--- config.mk ---
export PLATFORM = sky130hd
export DESIGN_NAME = ctrl_pipe
export DESIGN_NICKNAME = d
export VERILOG_FILES = /design/src/rtl/ctrl_pipe.sv
export SDC_FILE = /design/constraint.sdc
export NUM_CORES = 1
export LEC_CHECK = 0
export BUFFER_PORTS_ARGS = -buffer_cell sky130_fd_sc_hd__buf_4
export CORE_UTILIZATION = 40
export DETAILED_ROUTE_END_ITERATION = 10
export GPL_TIMING_DRIVEN = 0
export HOLD_SLACK_MARGIN = 0.1
export PLACE_DENSITY = 0.79
export SLEW_MARGIN = 20
export SYNTH_ARGS = -nofsm -noshare
export SYNTH_HDL_FRONTEND = slang
export SYNTH_SLANG_ARGS = --single-unit
--- constraint.sdc ---
create_clock -name clk -period 2.1 [get_ports clk]
set_clock_uncertainty 0.1 [all_clocks]
set_input_delay 0.315 -clock clk [delete_from_list [all_inputs] [get_ports clk]]
set_output_delay 0.315 -clock clk [all_outputs]
set_load 0.02 [all_outputs]
--- src/rtl/ctrl_pipe.sv ---
// ctrl_pipe: per-stage stall/flush carrier for decoded control words with kill masking
module ctrl_pipe #(
    parameter int unsigned      WIDTH      = 16,
    parameter int unsigned      STAGES     = 3,
    parameter int unsigned      KILL_STAGE = 1,
    parameter logic [WIDTH-1:0] WE_MASK    = 16'h0800
) (
    input  logic                      clk,
    input  logic                      rst,
    input  logic                      in_valid,
    input  logic [WIDTH-1:0]          in_ctrl,
    input  logic [STAGES-1:0]         stall,
    input  logic [STAGES-1:0]         flush,
    input  logic                      kill,
    output logic                      in_ready,
    output logic [STAGES-1:0]         out_valid,
    output logic [STAGES*WIDTH-1:0]   out_ctrl
);
    logic [STAGES-1:0]             r_valid;
    logic [STAGES-1:0][WIDTH-1:0]  r_ctrl;
    logic [STAGES-1:0]             w_eff_stall;
    logic                          w_acc;
    // A held stage also holds every older stage: OR-reduce stall from the tail down
    always_comb begin
        w_acc       = 1'b0;
        w_eff_stall = '0;
        for (int i = STAGES - 1; i >= 0; i--) begin
            w_acc          = w_acc | stall[i];
            w_eff_stall[i] = w_acc;
        end
    end
    assign in_ready  = ~w_eff_stall[0];
    assign out_valid = r_valid;
    assign out_ctrl  = r_ctrl;
    for (genvar g = 0; g < STAGES; g++) begin : g_stage
        logic             w_src_valid;
        logic [WIDTH-1:0] w_src_ctrl;
        logic             w_up_stall;
        logic [WIDTH-1:0] w_load;
        if (g == 0) begin : g_head
            assign w_src_valid = in_valid;
            assign w_src_ctrl  = in_ctrl;
            assign w_up_stall  = 1'b0;
        end else begin : g_body
            assign w_src_valid = r_valid[g-1];
            assign w_src_ctrl  = r_ctrl[g-1];
            assign w_up_stall  = w_eff_stall[g-1];
        end
        // Invalid words are stored as zero; kill clears write enables at the kill boundary only
        assign w_load = w_src_ctrl & {WIDTH{w_src_valid}}
                      & ~((g == KILL_STAGE && kill) ? WE_MASK : '0);
        // Stage register: reset/flush clear, stall holds, held upstream inserts a bubble, else load
        always_ff @(posedge clk) begin
            if (rst || flush[g]) begin
                r_valid[g] <= 1'b0;
                r_ctrl[g]  <= '0;
            end else if (w_eff_stall[g]) begin
                r_valid[g] <= r_valid[g];
                r_ctrl[g]  <= r_ctrl[g];
            end else if (w_up_stall) begin
                r_valid[g] <= 1'b0;
                r_ctrl[g]  <= '0;
            end else begin
                r_valid[g] <= w_src_valid;
                r_ctrl[g]  <= w_load;
            end
        end
    end
endmodule

==> results of run 1 <==
[metrics by stage]
| stage | setup slack [ps] | instances | utilization, % | area (µm²) |
|---|---|---|---|---|
| detailed placement | 122.2 | 290 | 58.13 | 2359 |
| finish | 114.5 | 300 | 61.05 | 2477 |
| CTS | 118.6 | 299 | 60.81 | 2467 |
| global route | 43.95 | 300 | 61.05 | 2477 |
| global placement | 115.0 | 290 | 58.13 | 2359 |
| floorplan | 452.4 | 164 | - | 1725 |
[layer usage]
metal / vias up / track usage, % / share of wire [%]
met3: 6 / 4.054 / 4.7
met1: 722 / 25.88 / 45
li1: 765 / - / -
met5: - / 0 / 0
met2: 53 / 26.61 / 48
met4: 0 / 6.915 / 1.7
[worst max-delay path: stages]
cell	delay, ps
buf_4	120
or3_1	380
buf_6	150
clkinv_1	170
buf_2	250
buf_4	170
[final cells by class]
class / count / area (µm²) / area share (%)
buffer: 15 / 80.08 / 3.232
clock buffer: 6 / 82.58 / 3.333
clock inverter: 2 / 16.27 / 0.6566
inverter: 2 / 7.507 / 0.3030
multi-input combinational: 96 / 616.8 / 24.90
sequential: 51 / 1021 / 41.21
tap: 50 / 62.56 / 2.525
timing repair buffer: 78 / 590.6 / 23.84
[logic make-up (layout without fill, tap and decap cells)]
logic type	count (synthesis)	count (layout)	share of synthesized area [%]
flip-flops	51	51	59.17
AND/OR/NAND/NOR	44	44	12.62
AO/OA/AOI/OAI	52	52	23.13
buffers and inverters	17	103	5.075
[cells in the final DEF (no fill, tap or decap), drive strengths merged]
| cell type | count |
|---|---|
| clkbuf | 15 |
| clkinv | 2 |
| and3 | 1 |
| clkinvlp | 1 |
| a22oi | 1 |
| buf | 82 |
| inv | 1 |
| dfxtp | 51 |
| a22o | 31 |
| nor2 | 2 |
| nor3 | 2 |
| and2 | 1 |
| or2 | 1 |
| nor4b | 1 |
| or3 | 1 |
| nand3 | 16 |
| a211oi | 1 |
| dlygate4sd3 | 2 |
| o21ai | 1 |
| nand2 | 19 |
| a21oi | 17 |
| a32o | 1 |
[cells in the mapped netlist (all sizes together)]
cell / instances
dfxtp: 51
or3: 1
or2: 1
nor4b: 1
a22oi: 1
clkinv: 1
clkbuf: 9
a21oi: 17
inv: 1
nand3: 16
buf: 6
a32o: 1
nor3: 2
a22o: 31
o21ai: 1
nor2: 2
a211oi: 1
nand2: 19
and2: 1
and3: 1
[flip-flops by register name, indices dropped and copies added, names as in the netlist]
register             count
out_ctrl                16
out_valid                1
g_stage.w_src_valid      2
g_stage.w_src_ctrl      32
[worst paths after layout]
kind / end / slack, ps / cells past startpoint
worst min-delay path: out_valid[2] / 140 / 2
worst min register to register: g_stage[1].w_src_ctrl[15] / 370 / 2
worst max register to register: out_ctrl[40] / 610 / 4
worst max-delay path: in_ready / 110 / 6
[where the power goes]
| group | leakage (µW) | internal, µW | switching, µW |
|---|---|---|---|
| registers | 0.000411 | 969 | 2.59 |
| clock network | 0.0000474 | 269 | 311 |
| logic | 0.000607 | 46.2 | 48.9 |
| total | 0.00107 | 1280 | 363 |
==> results.yml, run 1 <==
outcome:
  outcome: "finished clean"
worst_setup_path:
  critPathKind: "primary input to output pin"
  end_kind: "output pin"
  crit_fanout: 10
  start_kind: "primary input"
  crit_arrival_ps: 1570
  cp-startpoint: "stall[2]"
  r2r_start: "g_stage[2].w_src_valid"
  required_ps: 1680
floorplanning:
  dieArea_mm2: 0.004580
  coreArea_mm2: 0.004058
  io_pins: 78
  fp.dieW_um: 67.68
  initial_utilization_pct: 42.52
  die_height_um: 67.68
  num_rows: 23
drt:
  ant_nets: 0
  route.detailed.drc: 0
  dr.pass1.iters: 4
  drt_iter0_drc: 106
  via_count: 1546
  totalWireLength_um: 4245
  viasPerCell: 5.153
  wl_per_cell_um: 14.15
synthesis:
  syn-mean-instance-area_um2: 10.52
  yosys.area.top_type: "dfxtp_1"
  yosysSeqAreaShare_pct: 59.17
  syn_nets: 190
  syn_area_mm2: 0.001725
  synth_seq_cells: 51
  yosysTopAreaCellShare_pct: 59.17
  synth_cell_type_count: 24
  synthCells: 164
  yosysWarnings: 0
  synth_area_leaders: "dfxtp_1, a22o_1, a22o_2, a21oi_1, nand3_1"
grt:
  grt-ovfl-total: 0
  grt_pass1_wl_um: 6216
  grt.total_usage_pct: 18.24
  grt_max_degree: 17
  grt_pass1_vias: 1234
  antenna_found_initial: 0
sta:
  worstMarginPinSlew_ps: 740.2
  hold_viol_final: 0
  fin_crit_ps: 1986
  slew_headroom_pct: 50.27
  drv_slew: 0
  fmax_mhz: 503.7
  rsz0062_at_grt: "false"
  timing.hold.ws_ps: 140.1
  setup-violations-final: 0
  post-route-period-util_pct: 94.55
  fin_setup_tns_ps: 0
cts:
  cts_resized: 0
  htree_levels: 2
  clk_pin_slew_ps: 90
  clock_latency_ps: 300
  cts_buffers: 5
  tritoncts: "done"
  cts_hold_buf: 1
  cts-root-buf: "clkbuf_8"
  cts_setup_buffers: 0
  cts_max_path_buffers: 2
  cts.sink_count: 51
pwr:
  ir_worst_vdd_v: 0.0004856
  powerDensity_mw_per_mm2: 664.8
  power_uw: 1647
  leakage_uw: 0.001065
finish:
  drive_gt1_share_pct: 40.40
  n_fill_cell: 332
  syn_to_final_growth_pct: 43.58
  diodes: 0
  fin_nets: 275
placement:
  gp_congestion: 0.8305
  io_buffers: 76
  dp_hpwl_um: 3250
hold_path:
  holdCritStartpoint: "rst"
  worstHoldPathType: "primary input to flop"
job:
  cap_violations: 0
Note: power is estimated with default switching activity, not from simulation.
==> run 2, diff against run 1 <==
--- a/config.mk
+++ b/config.mk
@@ -7,10 +7,12 @@
 export LEC_CHECK = 0
 export BUFFER_PORTS_ARGS = -buffer_cell sky130_fd_sc_hd__buf_4
 export CORE_UTILIZATION = 40
+export CTS_CLUSTER_DIAMETER = 60
 export DETAILED_ROUTE_END_ITERATION = 10
 export GPL_TIMING_DRIVEN = 0
 export HOLD_SLACK_MARGIN = 0.1
 export PLACE_DENSITY = 0.79
+export SETUP_SLACK_MARGIN = 0.02
 export SLEW_MARGIN = 20
 export SYNTH_ARGS = -nofsm -noshare
 export SYNTH_HDL_FRONTEND = slang
==> constraint.sdc (replaced) <==
create_clock -name clk -period 2.1 [get_ports clk]
set_clock_uncertainty 0.1 [all_clocks]
set_input_delay 0.315 -clock clk [delete_from_list [all_inputs] [get_ports clk]]
set_output_delay 0.315 -clock clk [all_outputs]
set_load 0.1 [all_outputs]
==> results.yml, run 2 (synthesis results as in run 1) <==
outcome:
  outcome: "finished clean"
cts:
  cts_setup_buffers: 0
  cts-root-buf: "clkbuf_8"
  cts.sink_count: 51
  cts_buffers: 5
  htree_levels: 2
  cts_max_path_buffers: 2
  tritoncts: "done"
  clk_pin_slew_ps: 90
  clock_latency_ps: 300
drt:
  via_count: 1553
  wl_per_cell_um: 14.19
  dr.pass1.iters: 4
  drt_iter0_drc: 86
  totalWireLength_um: 4256
  route.detailed.drc: 0
  viasPerCell: 5.177
  ant_nets: 0
finish:
  diodes: 0
  final_cells: 300
  drive_gt1_share_pct: 40.40
  fin_nets: 275
  syn_to_final_growth_pct: 44.16
  layout_common_cells: "buf_4, dfxtp_1, a22o_1"
  largest_reg_flops: 32
  layout_commonest_cell: "buf_4"
  n_fill_cell: 332
  final_core_util_pct: 61.30
placement:
  gp_congestion: 0.8305
  dp_hpwl_um: 3250
  dp.cells: 290
  io_buffers: 76
grt:
  grt_pass1_wl_um: 6230
  grt_pass1_vias: 1240
  grt.total_usage_pct: 18.28
  grt-ovfl-total: 0
  antenna_found_initial: 0
  grt_max_degree: 17
worst_setup_path:
  cpMaxStageDelayCell: "or3_1"
  crit_fanout: 10
  required_ps: 1680
  cp_cell_sequence: "buf_4 -> or3_1 -> buf_6 -> clkinv_1 -> buf_4 -> buf_8"
  end_kind: "output pin"
  cp_common_cell: "buf_4"
  start_kind: "primary input"
  cpPeakStageDelay_ps: 380
  cp_top_family: "buffers and inverters"
  crit_buf_inv: 5
  critPathKind: "primary input to output pin"
  crit_arrival_ps: 1570
pwr:
  leakage_uw: 0.001067
  ir_worst_vdd_v: 0.0004988
  powerDensity_mw_per_mm2: 672.8
sta:
  worstMarginPinSlew_ps: 760.2
  slew_headroom_pct: 48.93
  setup-violations-final: 0
  fin_crit_ps: 1988
  fmax_mhz: 503.1
  rsz0062_at_grt: "false"
  post-route-period-util_pct: 94.66
  drv_slew: 0
  hold_viol_final: 0
  fin_setup_tns_ps: 0
hold_path:
  worstHoldPathType: "primary input to flop"
job:
  cap_violations: 0
floorplanning:
  initial_utilization_pct: 42.52
  coreArea_mm2: 0.004058
  fp.dieW_um: 67.68
  dieArea_mm2: 0.004580
  num_rows: 23
  io_pins: 78
  die_height_um: 67.68
## run 2: worst reg2reg max path: stages, from the launching register on
cell and delay, ps:
dfxtp_1 370, and3_1 170, clkbuf_1 250, clkbuf_1 370, a22o_1 190
## run 2: repair_timing
item / 4_1_cts / 5_1_grt
setup endpoints to repair: 1 / 1
resized for setup: 1 / 3
endpoints found under the hold margin: 1 / 1
gates cloned: 0 / 0
hold buffers: 1 / 1
## run 2: layer usage
layer	GRT usage, %	up-vias	share of wire [%]
li1	-	766	-
met3	4.054	8	4.2
met2	26.61	49	48
met5	0	-	0
met1	25.99	730	46
met4	6.915	0	2.0
## run 2: worst paths after layout
path / startpoint / to / slack (ps) / cells after the start
max: stall[2] / in_ready / 110 / 6
min: rst / out_valid[2] / 140 / 2
max reg2reg: g_stage[2].w_src_valid / out_ctrl[40] / 600 / 4
min reg2reg: g_stage[1].w_src_ctrl[15] / g_stage[1].w_src_ctrl[15] / 380 / 2
## run 2: through the flow
| stage | hold slack (ps) | power [µW] | setup WS [ps] | instance area (µm²) |
|---|---|---|---|---|
| 6_report | 137.5 | 1674 | 112.1 | 2487 |
| 5_1_grt | 126.5 | 1741 | 43.79 | 2487 |
| 4_1_cts | 111.9 | 1678 | 29.15 | 2471 |
| 3_5_place_dp | 360.7 | 1107 | -28.32 | 2359 |
| 3_3_place_gp | 359.4 | 1107 | -35.50 | 2359 |
| 2_1_floorplan | 287.8 | 1053 | 185.8 | 1725 |
## run 2: cell type report
class                      count  area, µm²  share of cell area, %
buffer                        15      82.58                  3.320
clock buffer                   6      82.58                  3.320
clock inverter                 2      16.27                 0.6539
inverter                       2      7.507                 0.3018
multi-input combinational     96      616.8                  24.80
sequential                    51       1021                  41.05
tap                           50      62.56                  2.515
timing repair buffer          78      598.1                  24.04
## run 2: power breakdown
group          total (µW)  switching [µW]  internal (µW)
logic                 119            70.8           47.8
clock network         583             314            269
registers             971            2.58            969
